===== config.mk =====
export PLATFORM = sky130hd
export DESIGN_NAME = fetch_pc_ctrl
export DESIGN_NICKNAME = d
export VERILOG_FILES = /design/src/rtl/fetch_pkg.sv /design/src/rtl/fetch_skid.sv /design/src/rtl/fetch_pc_ctrl.sv
export SDC_FILE = /design/constraint.sdc
export NUM_CORES = 1
export LEC_CHECK = 0
export ABC_AREA = 1
export BUFFER_PORTS_ARGS = -buffer_cell sky130_fd_sc_hd__buf_2
export CAP_MARGIN = 10
export CORE_ASPECT_RATIO = 1.5
export CORE_MARGIN = 2
export CORE_UTILIZATION = 40
export CTS_CLUSTER_SIZE = 28
export DETAILED_ROUTE_END_ITERATION = 16
export SLEW_MARGIN = 20
export SYNTH_ARGS = -nofsm -noshare
export SYNTH_HDL_FRONTEND = slang
export SYNTH_SLANG_ARGS = --single-unit

===== constraint.sdc =====
create_clock -name clk -period 1.5 [get_ports clk]
set_input_delay 0 -clock clk [delete_from_list [all_inputs] [get_ports clk]]
set_output_delay 0 -clock clk [all_outputs]
set_load 0.05 [all_outputs]

===== src/rtl/fetch_pkg.sv =====
`default_nettype none
// ----------------------------------------------------------------------------
// fetch_pkg : shared types and constants for the fetch-stage PC controller
// Revision  : 1.0  initial release
// ----------------------------------------------------------------------------
package fetch_pkg;

  typedef enum logic [1:0] {
    ST_BOOT  = 2'd0,
    ST_FETCH = 2'd1,
    ST_HOLD  = 2'd2
  } fetch_state_e;

  localparam logic [31:0] RESET_PC_DEFAULT = 32'h0000_3000;
  localparam logic [4:0]  EXC_ADEL         = 5'd4;
  localparam logic [31:0] NOP_INSTR        = 32'h0000_0000;

  // One fetched instruction as it travels through the skid and F/D register.
  typedef struct packed {
    logic [31:0] instr;
    logic [31:0] pc;
    logic        exc;
  } fetch_entry_t;

  function automatic logic [31:0] pc_inc(input logic [31:0] pc);
    return pc + 32'd4;
  endfunction

  function automatic logic addr_illegal(input logic [31:0] pc,
                                        input logic [31:0] lo,
                                        input logic [31:0] hi);
    return (pc[1:0] != 2'b00) || (pc < lo) || (pc > hi);
  endfunction

endpackage : fetch_pkg
`default_nettype wire


===== src/rtl/fetch_skid.sv =====
`default_nettype none
// ----------------------------------------------------------------------------
// fetch_skid : one-entry buffer that catches a fetch completing while F/D stalls
// Revision   : 1.0  initial release
// ----------------------------------------------------------------------------
module fetch_skid
  import fetch_pkg::*;
(
  input  logic         clk,
  input  logic         reset,
  input  logic         i_load,
  input  logic         i_unload,
  input  fetch_entry_t i_entry,
  output logic         o_full,
  output fetch_entry_t o_entry
);

  logic         r_full;
  fetch_entry_t r_entry;

  always_ff @(posedge clk or negedge reset) begin
    if (!reset) begin
      r_full  <= 1'b0;
      r_entry <= '0;
    end else if (i_load) begin
      r_full  <= 1'b1;
      r_entry <= i_entry;
    end else if (i_unload) begin
      r_full  <= 1'b0;
    end
  end

  assign o_full  = r_full;
  assign o_entry = r_entry;

endmodule : fetch_skid
`default_nettype wire


===== src/rtl/fetch_pc_ctrl.sv =====
`default_nettype none
// ----------------------------------------------------------------------------
// fetch_pc_ctrl : PC owner and fetch sequencer with delay-slot redirects.
//                 Optional macro FETCH_EXC_EN adds AdEL fetch-address checking.
// Revision      : 1.0  initial release
// ----------------------------------------------------------------------------
module fetch_pc_ctrl
  import fetch_pkg::*;
#(
  parameter logic [31:0] RESET_PC = RESET_PC_DEFAULT,
  parameter logic [31:0] PC_MIN   = 32'h0000_3000,
  parameter logic [31:0] PC_MAX   = 32'h0000_6FFC
) (
  input  logic        clk,
  input  logic        reset,
  input  logic        stall_d,
  input  logic        redirect_valid,
  input  logic [31:0] redirect_pc,
  output logic        im_req,
  output logic [31:0] im_addr,
  input  logic        im_ack,
  input  logic [31:0] im_rdata,
  output logic        fd_valid,
  output logic [31:0] fd_instr,
  output logic [31:0] fd_pc,
  output logic        fd_exc,
  output logic [4:0]  fd_exccode
);

  fetch_state_e r_state;
  fetch_state_e w_state_nxt;
  logic [31:0]  r_pc;
  logic [31:0]  w_pc_nxt;
  logic         r_pend_valid;
  logic         w_pend_valid_nxt;
  logic [31:0]  r_pend_pc;
  logic [31:0]  w_pend_pc_nxt;

  logic         r_fd_valid;
  fetch_entry_t r_fd;
  fetch_entry_t w_fd_next;
  logic         w_fd_load;
  logic         w_fd_accept;

  logic         w_bad_addr;
  logic         w_ack;
  logic         w_im_req;
  fetch_entry_t w_fetch_entry;

  logic         w_skid_load;
  logic         w_skid_unload;
  logic         w_skid_full;
  fetch_entry_t w_skid_entry;

`ifdef FETCH_EXC_EN
  assign w_bad_addr = addr_illegal(r_pc, PC_MIN, PC_MAX);
  assign fd_exc     = r_fd.exc;
  assign fd_exccode = r_fd.exc ? EXC_ADEL : 5'd0;
`else
  logic w_unused_cfg;
  assign w_bad_addr   = 1'b0;
  assign fd_exc       = 1'b0;
  assign fd_exccode   = 5'd0;
  assign w_unused_cfg = ^{PC_MIN, PC_MAX, r_fd.exc};
`endif

  assign w_fd_accept = !r_fd_valid || !stall_d;

  // An illegal address never reaches memory; it completes internally as a nop.
  assign w_ack = (r_state == ST_FETCH) && (w_bad_addr || im_ack);

  assign w_fetch_entry.instr = w_bad_addr ? NOP_INSTR : im_rdata;
  assign w_fetch_entry.pc    = r_pc;
  assign w_fetch_entry.exc   = w_bad_addr;

  fetch_skid u_skid (
    .clk      (clk),
    .reset    (reset),
    .i_load   (w_skid_load),
    .i_unload (w_skid_unload),
    .i_entry  (w_fetch_entry),
    .o_full   (w_skid_full),
    .o_entry  (w_skid_entry)
  );

  always_comb begin
    w_state_nxt      = r_state;
    w_pc_nxt         = r_pc;
    w_pend_valid_nxt = r_pend_valid;
    w_pend_pc_nxt    = r_pend_pc;
    w_im_req         = 1'b0;
    w_fd_load        = 1'b0;
    w_fd_next        = w_fetch_entry;
    w_skid_load      = 1'b0;
    w_skid_unload    = 1'b0;

    case (r_state)
      ST_BOOT: begin
        w_state_nxt = ST_FETCH;
      end

      ST_FETCH: begin
        w_im_req = !w_bad_addr;
        if (w_ack) begin
          if (w_fd_accept) begin
            w_fd_load = 1'b1;
          end else begin
            w_skid_load = 1'b1;
            w_state_nxt = ST_HOLD;
          end
          if (redirect_valid) begin
            w_pc_nxt = redirect_pc;
          end else if (r_pend_valid) begin
            w_pc_nxt = r_pend_pc;
          end else begin
            w_pc_nxt = pc_inc(r_pc);
          end
          w_pend_valid_nxt = 1'b0;
        end else if (redirect_valid) begin
          // The instruction still in flight is the delay slot; target comes after it.
          w_pend_valid_nxt = 1'b1;
          w_pend_pc_nxt    = redirect_pc;
        end
      end

      ST_HOLD: begin
        if (redirect_valid) begin
          w_pc_nxt = redirect_pc;
        end
        if (w_fd_accept) begin
          w_fd_load     = w_skid_full;
          w_fd_next     = w_skid_entry;
          w_skid_unload = 1'b1;
          w_state_nxt   = ST_FETCH;
        end
      end

      default: begin
        w_state_nxt = ST_BOOT;
      end
    endcase
  end

  always_ff @(posedge clk or negedge reset) begin
    if (!reset) begin
      r_state      <= ST_BOOT;
      r_pc         <= RESET_PC;
      r_pend_valid <= 1'b0;
      r_pend_pc    <= RESET_PC;
      r_fd_valid   <= 1'b0;
      r_fd         <= '{instr: NOP_INSTR, pc: RESET_PC, exc: 1'b0};
    end else begin
      r_state      <= w_state_nxt;
      r_pc         <= w_pc_nxt;
      r_pend_valid <= w_pend_valid_nxt;
      r_pend_pc    <= w_pend_pc_nxt;
      if (w_fd_accept) begin
        r_fd_valid <= w_fd_load;
        if (w_fd_load) begin
          r_fd <= w_fd_next;
        end
      end
    end
  end

  assign im_req   = w_im_req;
  assign im_addr  = r_pc;
  assign fd_valid = r_fd_valid;
  assign fd_instr = r_fd.instr;
  assign fd_pc    = r_fd.pc;

endmodule : fetch_pc_ctrl
`default_nettype wire


==> metrics.md, run 1 <==
| Metric | Value |
|---|---|
| Startpoint Class | `flop` |
| Mapped Cells | `1202` |
| Synth Flop Type | `dfrtp_1` |
| Initial DRT Pass Iterations | `5` |
| Syn. warnings | `0` |
| Reg clk slew, reported paths | `70 ps` |
| Simple-gate portion of the synthesized area | `0.2559` |
| P&R area growth vs syn | `39.00%` |
| Max IR drop VDD | `1.163 mV` |
| Pwr dens | `2534 nW/um2` |
| EDFF count, synth | `0` |
| Vias in the first global route | `8636` |
| Required time of the critical path | `1860 ps` |
| # DRC | `0` |
| Max Slew Vio Count | `0` |
| Status | `finished, violations left` |
| Wire per inst | `15.44 um` |
| HP Class | `in2reg` |
| Cell area after layout | `13120 um2` |
| Antenna violations before repair | `0` |
| Avg Cell Area, Syn | `7.852 um2` |
| Syn Std Cell Area | `9438 um2` |
| Max-cap violations | `0` |
| Port bufs | `166` |
| Synth area leaders | `dfrtp_1 (51%), nand2_1 (17%), nor2_1 (5.6%), a31oi_1 (4.2%), a21oi_1 (3.2%)` |
| DIE AREA | `24860 um2` |
| H-tree Lvls | `4` |
| GRT Util Overall | `0.2327` |
| Area leader, netlist | `dfrtp_1` |
| Synth top area share | `0.5064` |
| CTS root buffer | `clkbuf_16` |
| CTS tree | `yes` |
| Detail Placement HPWL | `19860 um` |
| Die extent in x | `129.4 um` |
| Row cnt | `68` |
| RSZ-0062 raised after global routing | `yes` |
| Antenna-violating nets left | `0` |
| Seq/Total Area, Yosys | `0.5231` |
| Drt initial violations | `487` |
| Num ports | `173` |
| Routability congestion estimate | `0.8686` |
| Hold Vio Cnt, Final | `0` |
| Dpl ws | `-221.2 ps` |
| Buf+Inv Stages, Crit Path | `3` |
| Clk sinks | `197` |
| CTS max path bufs | `2` |
| Detailed Route WL | `28250 um` |
| Ant diodes | `0` |
| Pleak | `0.006356 uW` |
| Failing checks | `negative setup slack` |
| Clock Skews | `10.04 ps` |
| Slowest library cell on the worst path | `dfrtp_1` |
| Most frequent cells in the layout | `nand2_1 (410), dfrtp_1 (170), buf_2 (164)` |
| Synth Area in XOR/XNOR | `0.0009280` |
| Post-synthesis compound-gate area fraction | `0.1277` |
| Largest family of logic cells by synthesized area | `simple AND/OR/NAND/NOR gates` |
| GRT overflow | `0` |
| Commonest non-fill, non-tap cell in the layout | `nand2_1` |
| Post-synth ARST share | `1.000` |
| Die H | `192.1 um` |
| Crit path largest cell delay | `410 ps` |
| PnR worst setup slack | `-191.7 ps` |
| Worst path cell trace | `inv_2 -> ha_4 -> nand2_4 -> nor2_4 -> clkinv_4 -> buf_6 -> a21oi_4 -> nand2_1 -> o21ai_1` |
| Setup Crit Path Kind | `reg2reg` |
| Post-route clock period utilization | `1.128` |
| Yosys cell types | `33` |
| Total negative slack | `-22280 ps` |
| Placed inst area | `11470 um2` |
| Mux cell area share after synthesis | `0.01551` |
| CP endpoint kind | `flop` |
| Clk_lat worst skew | `440 ps` |
| Flop-to-flop setup slack | `-190 ps` |
| Largest net degree at the start of global routing | `81` |
| Final setup violating endpoints | `195` |
| Adder-Cell Fraction of Synth Area | `0.006629` |
| First-pass GRT wire length | `44470 um` |
| Core Area | `23060 um2` |
| Fraction of layout cells with a size suffix above 1 | `0.2972` |
| Peak fanout along the critical path | `7` |
| Routed vias/inst | `4.875` |
| Shortest period the worst path allows | `1692 ps` |
| Nets | `1576` |
| Yosys reg bits | `197` |
| Cell family with most CP delay | `buffers and inverters` |
| Fmax | `591.1 MHz` |
| Vias | `8917` |
| Critical Path AT | `2050 ps` |
| Initial Util | `0.4093` |
| Num CTS Buffers | `17` |
==> layout make-up <==
cell class                      count  area (um2)
Timing Repair Buffer              348        2710
Tap cell                          315       394.1
Clock buffer                       24       491.7
Multi-Input combinational cell    857        4192
Inverter                           81       316.6
Sequential cell                   197        4967
Fill cell                        2197        9938
Clock inverter                      7       47.55
==> where the power goes <==
part / internal [uW] / switching, uW / total, uW
Clock: 2290 / 2040 / 4330
Sequential: 8050 / 1640 / 9690
Combinational: 6580 / 12600 / 19200
==> per-layer routing <==
layer	vias to the layer above	track usage	routed length, um
li1	4465	-	-
met1	4170	0.2882	12060
met2	236	0.4032	14210
met3	46	0.03705	988
met4	0	0.09264	983
met5	-	0	0
==> registers in the layout (all words and copies together) (netlist names) <==
register	flops
fd_instr	32
fd_pc	32
fd_valid	1
im_addr	32
r_pend_pc	32
r_pend_valid	1
r_state	2
u_skid.o_entry	64
u_skid.o_full	1
==> synthesized netlist by cell type (3+ instances only) <==
cell type,n
a21boi_1,3
nand2_2,3
dfstp_2,6
a31oi_1,64
mux2_2,13
a22oi_1,6
inv_1,75
a21oi_2,4
nand3_1,46
buf_2,29
clkbuf_1,29
o21ai_0,60
dfrtp_1,191
nand2_1,422
o211ai_1,3
buf_4,11
ha_1,5
inv_2,6
nor2_2,3
a21oi_1,61
nor2_1,141
o21ai_1,8
==> metrics by stage <==
stage	power, uW	hold slack [ps]	utilization	instances
floorplan	22080	-295.6	-	1207
global placement	27240	-152.2	0.4975	1720
detailed placement	27510	-152.5	0.4975	1720
CTS	32540	2.600	0.5587	1824
global route	35550	24.16	0.5690	1829
finish	33240	13.04	0.5690	1829
==> final timing paths <==
kind / endpoint / depth (start not counted) / start
worst max-delay path: im_addr[0] / 9 / r_state[1]
worst min-delay path: fd_valid / 4 / stall_d
worst max register to register: im_addr[0] / 9 / r_state[1]
worst min register to register: u_skid.o_entry[61] / 2 / u_skid.o_entry[61]
max in group asynchronous: im_addr[3] / 3 / reset
min in group asynchronous: r_pend_pc[6] / 3 / reset
==> tightest hold or removal path: cells and delay by family <==
kind	cells	cell delay, ps
buf+inv	2	260
simple gates	2	160
==> logic make-up after synthesis <==
logic type / count (synthesis)
muxes: 13
other: 1
and+or+nand+nor: 619
adders and majority gates: 5
buffers and inverters: 153
xor gates and xnor gates: 1
DFF: 197
AOI/OAI and AO/OA: 213
==> repair_timing <==
item / in CTS / in global routing
resized for setup: 45 / 57
endpoints found under the hold margin: 323 / 0
pin swaps: 3 / 9
gates cloned: 1 / 3
endpoints found under the setup margin: 196 / 198
setup buffers: 4 / 2
hold buffers: 68 / 0
Note: power is estimated with default switching activity, not from simulation.
==> inputs of run 2 (changes only) <==
CAP_MARGIN = 20   (was 10)
CTS_BUF_LIST = sky130_fd_sc_hd__clkbuf_16   (was unset)
==> metrics.md, run 2 (synthesis results as in run 1) <==
| Metric | Value |
|---|---|
| CP Depth | `9` |
| Shortest period the worst path allows | `1693 ps` |
| Worst hold stages | `4` |
| Setup Crit Path Kind | `reg2reg` |
| Placed inst area | `11470 um2` |
| Commonest non-fill, non-tap cell in the layout | `nand2_1` |
| Port bufs | `166` |
| Fmax | `590.7 MHz` |
| Drt initial violations | `554` |
| GRT overflow | `0` |
| Detail Placement HPWL | `19860 um` |
| Num CTS Buffers | `17` |
| CP endpoint kind | `flop` |
| Max Slew Vio Count | `0` |
| Vias | `9037` |
| Die H | `192.1 um` |
| Detailed Route WL | `29900 um` |
| Worst path cell trace | `inv_2 -> ha_4 -> nand2_1 -> nor2_4 -> inv_6 -> buf_6 -> a21oi_4 -> nand2_1 -> o21ai_1` |
| Routability congestion estimate | `0.8686` |
| Critical Path AT | `2060 ps` |
| PnR worst setup slack | `-192.8 ps` |
| Post-route clock period utilization | `1.129` |
| Max-cap violations | `0` |
| Final setup violating endpoints | `193` |
| Num ports | `173` |
| Antenna violations before repair | `0` |
| Row cnt | `68` |
| Pwr dens | `2482 nW/um2` |
| Layout fillers | `2151` |
| Peak fanout along the critical path | `7` |
| Core Area | `23060 um2` |
| Status | `finished, violations left` |
| Initial Util | `0.4093` |
| P&R area growth vs syn | `42.83%` |
| Total negative slack | `-23860 ps` |
| Area of the multi-input gates | `4360 um2` |
| Max IR drop VDD | `1.245 mV` |
| R2R cell count | `9` |
| Clock Skews | `10.59 ps` |
| Most common cell on crit path | `nand2_1` |
| Nets | `1588` |
| Number of flip-flops in the largest register | `64` |
| Vias in the first global route | `8629` |
| RSZ-0062 raised after global routing | `yes` |
| Ant diodes | `0` |
| GRT Util Overall | `0.2311` |
| Sequential cell area | `4967 um2` |
| Clk sinks | `197` |
| HP Class | `in2reg` |
| Hold Vio Cnt, Final | `0` |
| CTS tree | `yes` |
| Slowest library cell on the worst path | `dfrtp_1` |
| Largest net degree at the start of global routing | `81` |
| Crit path largest cell delay | `410 ps` |
| Required time of the critical path | `1860 ps` |
| Cell family with most CP delay | `flip-flops` |
| Dpl ws | `-221.2 ps` |
| Die extent in x | `129.4 um` |
| Fraction of layout cells with a size suffix above 1 | `0.3159` |
| Pleak | `0.006538 uW` |
| Most frequent cells in the layout | `nand2_1 (406), dfrtp_1 (170), buf_2 (164)` |
| CTS max path bufs | `2` |
| Antenna-violating nets left | `0` |
| Buf+Inv Stages, Crit Path | `3` |
| H-tree Lvls | `4` |
| DIE AREA | `24860 um2` |
| Routed vias/inst | `4.909` |
| First-pass GRT wire length | `44280 um` |
| Wire per inst | `16.24 um` |
| Reg clk slew, reported paths | `70 ps` |
| CTS root buffer | `clkbuf_16` |
| Startpoint Class | `flop` |
| Clk_lat worst skew | `450 ps` |
| Cell area after layout | `13480 um2` |
| Worst hold margin | `18.12 ps` |
| # DRC | `0` |
| Failing checks | `negative setup slack` |
| Initial DRT Pass Iterations | `5` |
## run 2: cell types whose count changed in the layout (fill, tap and decap cells not counted), sizes merged
cell | before | now
buf | 277 | 282
inv | 81 | 85
clkinv | 5 | 8
## run 2: cell type report
cell class,instances,area share
Clock buffer,17,0.03156
Clock inverter,14,0.005476
Inverter,81,0.02385
Multi-Input combinational cell,857,0.3235
Sequential cell,197,0.3685
Tap cell,315,0.02924
Timing Repair Buffer,360,0.2179
## run 2: worst reg2reg max path, stage by stage, from the launching register on
cell and delay [ps]:
dfrtp_1 410, inv_2 90, ha_4 280, nand2_1 80
nor2_4 200, inv_6 100, buf_6 150, a21oi_4 140
nand2_1 80, o21ai_1 80
## run 2: worst paths after layout
path                       slack, ps            endpoint               start
setup / recovery                -190          im_addr[0]          r_state[1]
hold / removal                    20            fd_valid             stall_d
setup reg to reg                -190          im_addr[0]          r_state[1]
hold reg to reg                  470  u_skid.o_entry[43]  u_skid.o_entry[43]
max in group asynchronous        620          im_addr[3]               reset
min in group asynchronous        160        r_pend_pc[6]               reset
## run 2: stage by stage
step	total power [uW]	util	std cells
detailed placement	27510	0.4975	1720
CTS	32470	0.5590	1823
global placement	27240	0.4975	1720
finish	33460	0.5847	1841
global route	35710	0.5847	1841
floorplan	22080	-	1207
## run 2: routing by layer
metal / global-route usage / up-vias / part of all wire
met4: 0.09512 / 0 / 0.031
met1: 0.2886 / 4256 / 0.42
met5: 0 / - / 0
met3: 0.03370 / 49 / 0.035
met2: 0.3986 / 241 / 0.52
li1: - / 4491 / -
## run 2: timing repair
action | 4_1_cts | 5_1_grt
resized for setup | 65 | 88
endpoints found under the hold margin | 323 | 0
setup buffers | 4 | 2
hold buffers | 68 | 0
pin swaps | 4 | 11
gates cloned | 0 | 16
setup endpoints to repair | 196 | 198
## run 2: where the power goes
part	total, uW	switching, uW	leakage [uW]	internal, uW
registers	9720	1660	0.00230	8050
logic	19600	12900	0.00398	6770
clock network	4110	2050	0.000252	2070
==> inputs of run 3 (changes only) <==
==> constraint.sdc (replaced) <==
create_clock -name clk -period 1.5 [get_ports clk]
set_input_delay 0.225 -clock clk [delete_from_list [all_inputs] [get_ports clk]]
set_output_delay 0.225 -clock clk [all_outputs]
set_load 0.05 [all_outputs]
==> metrics.md, run 3 (synthesis results as in run 1) <==
| Metric | Value |
|---|---|
| Reg clk slew, reported paths | `70 ps` |
| Detailed Route WL | `33550 um` |
| DIE AREA | `24860 um2` |
| Routability congestion estimate | `0.9209` |
| Detail Placement HPWL | `19820 um` |
| Row cnt | `68` |
| Shortest period the worst path allows | `1774 ps` |
| Clock Skews | `11.56 ps` |
| Most frequent cells in the layout | `nand2_1 (328), dfrtp_1 (170), buf_2 (162)` |
| CTS max path bufs | `2` |
| Max IR drop VDD | `1.225 mV` |
| GRT overflow | `0` |
| Clk_lat worst skew | `450 ps` |
| Setup Crit Path Kind | `reg2reg` |
| Commonest non-fill, non-tap cell in the layout | `nand2_1` |
| Antenna-violating nets left | `0` |
| Clk sinks | `197` |
| Routed vias/inst | `5.079` |
| Die extent in x | `129.4 um` |
| Port bufs | `166` |
| Critical Path AT | `2130 ps` |
| Layout fillers | `1974` |
| R2R cell count | `10` |
| Number of flip-flops in the largest register | `64` |
| First-pass GRT wire length | `48620 um` |
| Tot Pwr | `37300 uW` |
| Pwr dens | `2586 nW/um2` |
| Worst path cell trace | `inv_2 -> buf_6 -> ha_4 -> nand2_4 -> nor2_4 -> inv_8 -> buf_12 -> a21oi_1 -> nand2_1 -> o21ai_0` |
| Initial DRT Pass Iterations | `5` |
| Wire per inst | `18.32 um` |
| Failing checks | `negative setup slack` |
| Pleak | `0.007039 uW` |
| Slowest library cell on the worst path | `dfrtp_1` |
| Sequential cell area | `4967 um2` |
| Cell family with most CP delay | `buffers and inverters` |
| Peak fanout along the critical path | `12` |
| Num CTS Buffers | `17` |
| Ant diodes | `0` |
| Nets | `1577` |
| Area of the multi-input gates | `4810 um2` |
| Max Slew Vio Count | `0` |
| RSZ-0062 raised after global routing | `yes` |
| PnR worst setup slack | `-274.5 ps` |
| Flop-to-flop setup slack | `-270 ps` |
| Final setup violating endpoints | `199` |
| CP endpoint kind | `flop` |
| CTS root buffer | `clkbuf_16` |
| Largest net degree at the start of global routing | `51` |
| Startpoint Class | `flop` |
| Core Area | `23060 um2` |
| Drt initial violations | `580` |
| Num ports | `173` |
| Buf+Inv Stages, Crit Path | `4` |
| CTS tree | `yes` |
| Hold Vio Cnt, Final | `0` |
| Antenna violations before repair | `0` |
| Vias in the first global route | `9062` |
| Fmax | `563.5 MHz` |
| Crit path largest cell delay | `370 ps` |
| Required time of the critical path | `1850 ps` |
| GRT Util Overall | `0.2573` |
| Worst hold stages | `3` |
| Initial Util | `0.4093` |
| CP Depth | `10` |
| Vias | `9300` |
| H-tree Lvls | `4` |
| P&R area growth vs syn | `52.84%` |
| Die H | `192.1 um` |
| Status | `finished, violations left` |
| Max-cap violations | `0` |
| HP Class | `in2reg` |
| # DRC | `0` |
| Worst hold margin | `7.386 ps` |
| Post-route clock period utilization | `1.183` |
| Fraction of layout cells with a size suffix above 1 | `0.4050` |
run 3: what timing repair did:
item | 4_1_cts | 5_1_grt
hold endpoints to repair | 54 | 0
hold buffers | 25 | 0
pin swaps | 5 | 45
buffers inserted | 17 | 14
resized for setup | 137 | 217
gates cloned | 20 | 15
setup endpoints to repair | 200 | 213
run 3: worst reg2reg max path, stage by stage, from the launching register on:
cell     delay, ps
dfrtp_1        370
inv_2           70
buf_6          120
ha_4           270
nand2_4         50
nor2_4         220
inv_8          120
buf_12         180
a21oi_1        120
nand2_1         80
o21ai_0         80
run 3: metrics by stage:
step                      instance area (um2)  std cells  worst slack (ps)    util  setup TNS (ps)
after floorplan                          9741       1207            -82.04       -           -7007
after global placement                  11470       1718            -125.7  0.4974          -14470
after detailed placement                11470       1718            -184.1  0.4974          -19960
after CTS                               13390       1810            -226.7  0.5806          -27660
after global routing                    14430       1831            -340.1  0.6256          -47930
final                                   14430       1831            -274.5  0.6256          -33710
run 3: path summary, 6_finish.rpt:
kind                                     from            endpoint
max reg2reg                        r_state[1]          im_addr[9]
min in group asynchronous               reset        r_pend_pc[4]
min reg2reg                u_skid.o_entry[36]  u_skid.o_entry[36]
max                                r_state[1]          im_addr[9]
min                              im_rdata[22]  u_skid.o_entry[55]
max in group asynchronous               reset           fd_pc[13]
run 3: final cells by class:
type,instances,share of cell area
clock inverters,15,0.01310
clock buffers,17,0.02949
flip-flops and latches,197,0.3443
multi-input cells,857,0.3334
inverters,81,0.02351
repair buffers,349,0.2288
well taps,315,0.02732
run 3: where the power goes:
group	internal, uW	switching (uW)
Sequential	8060	1860
Combinational	8480	14000
Clock	2780	2130
run 3: metal layers:
metal  vias to the layer above  wire [um]  global-route usage
met1                      4436      13220              0.3122
met4                         0       1487              0.1104
met3                        83       1498             0.03538
li1                       4455          -                   -
met5                         -          0                   0
met2                       326      17350              0.4532
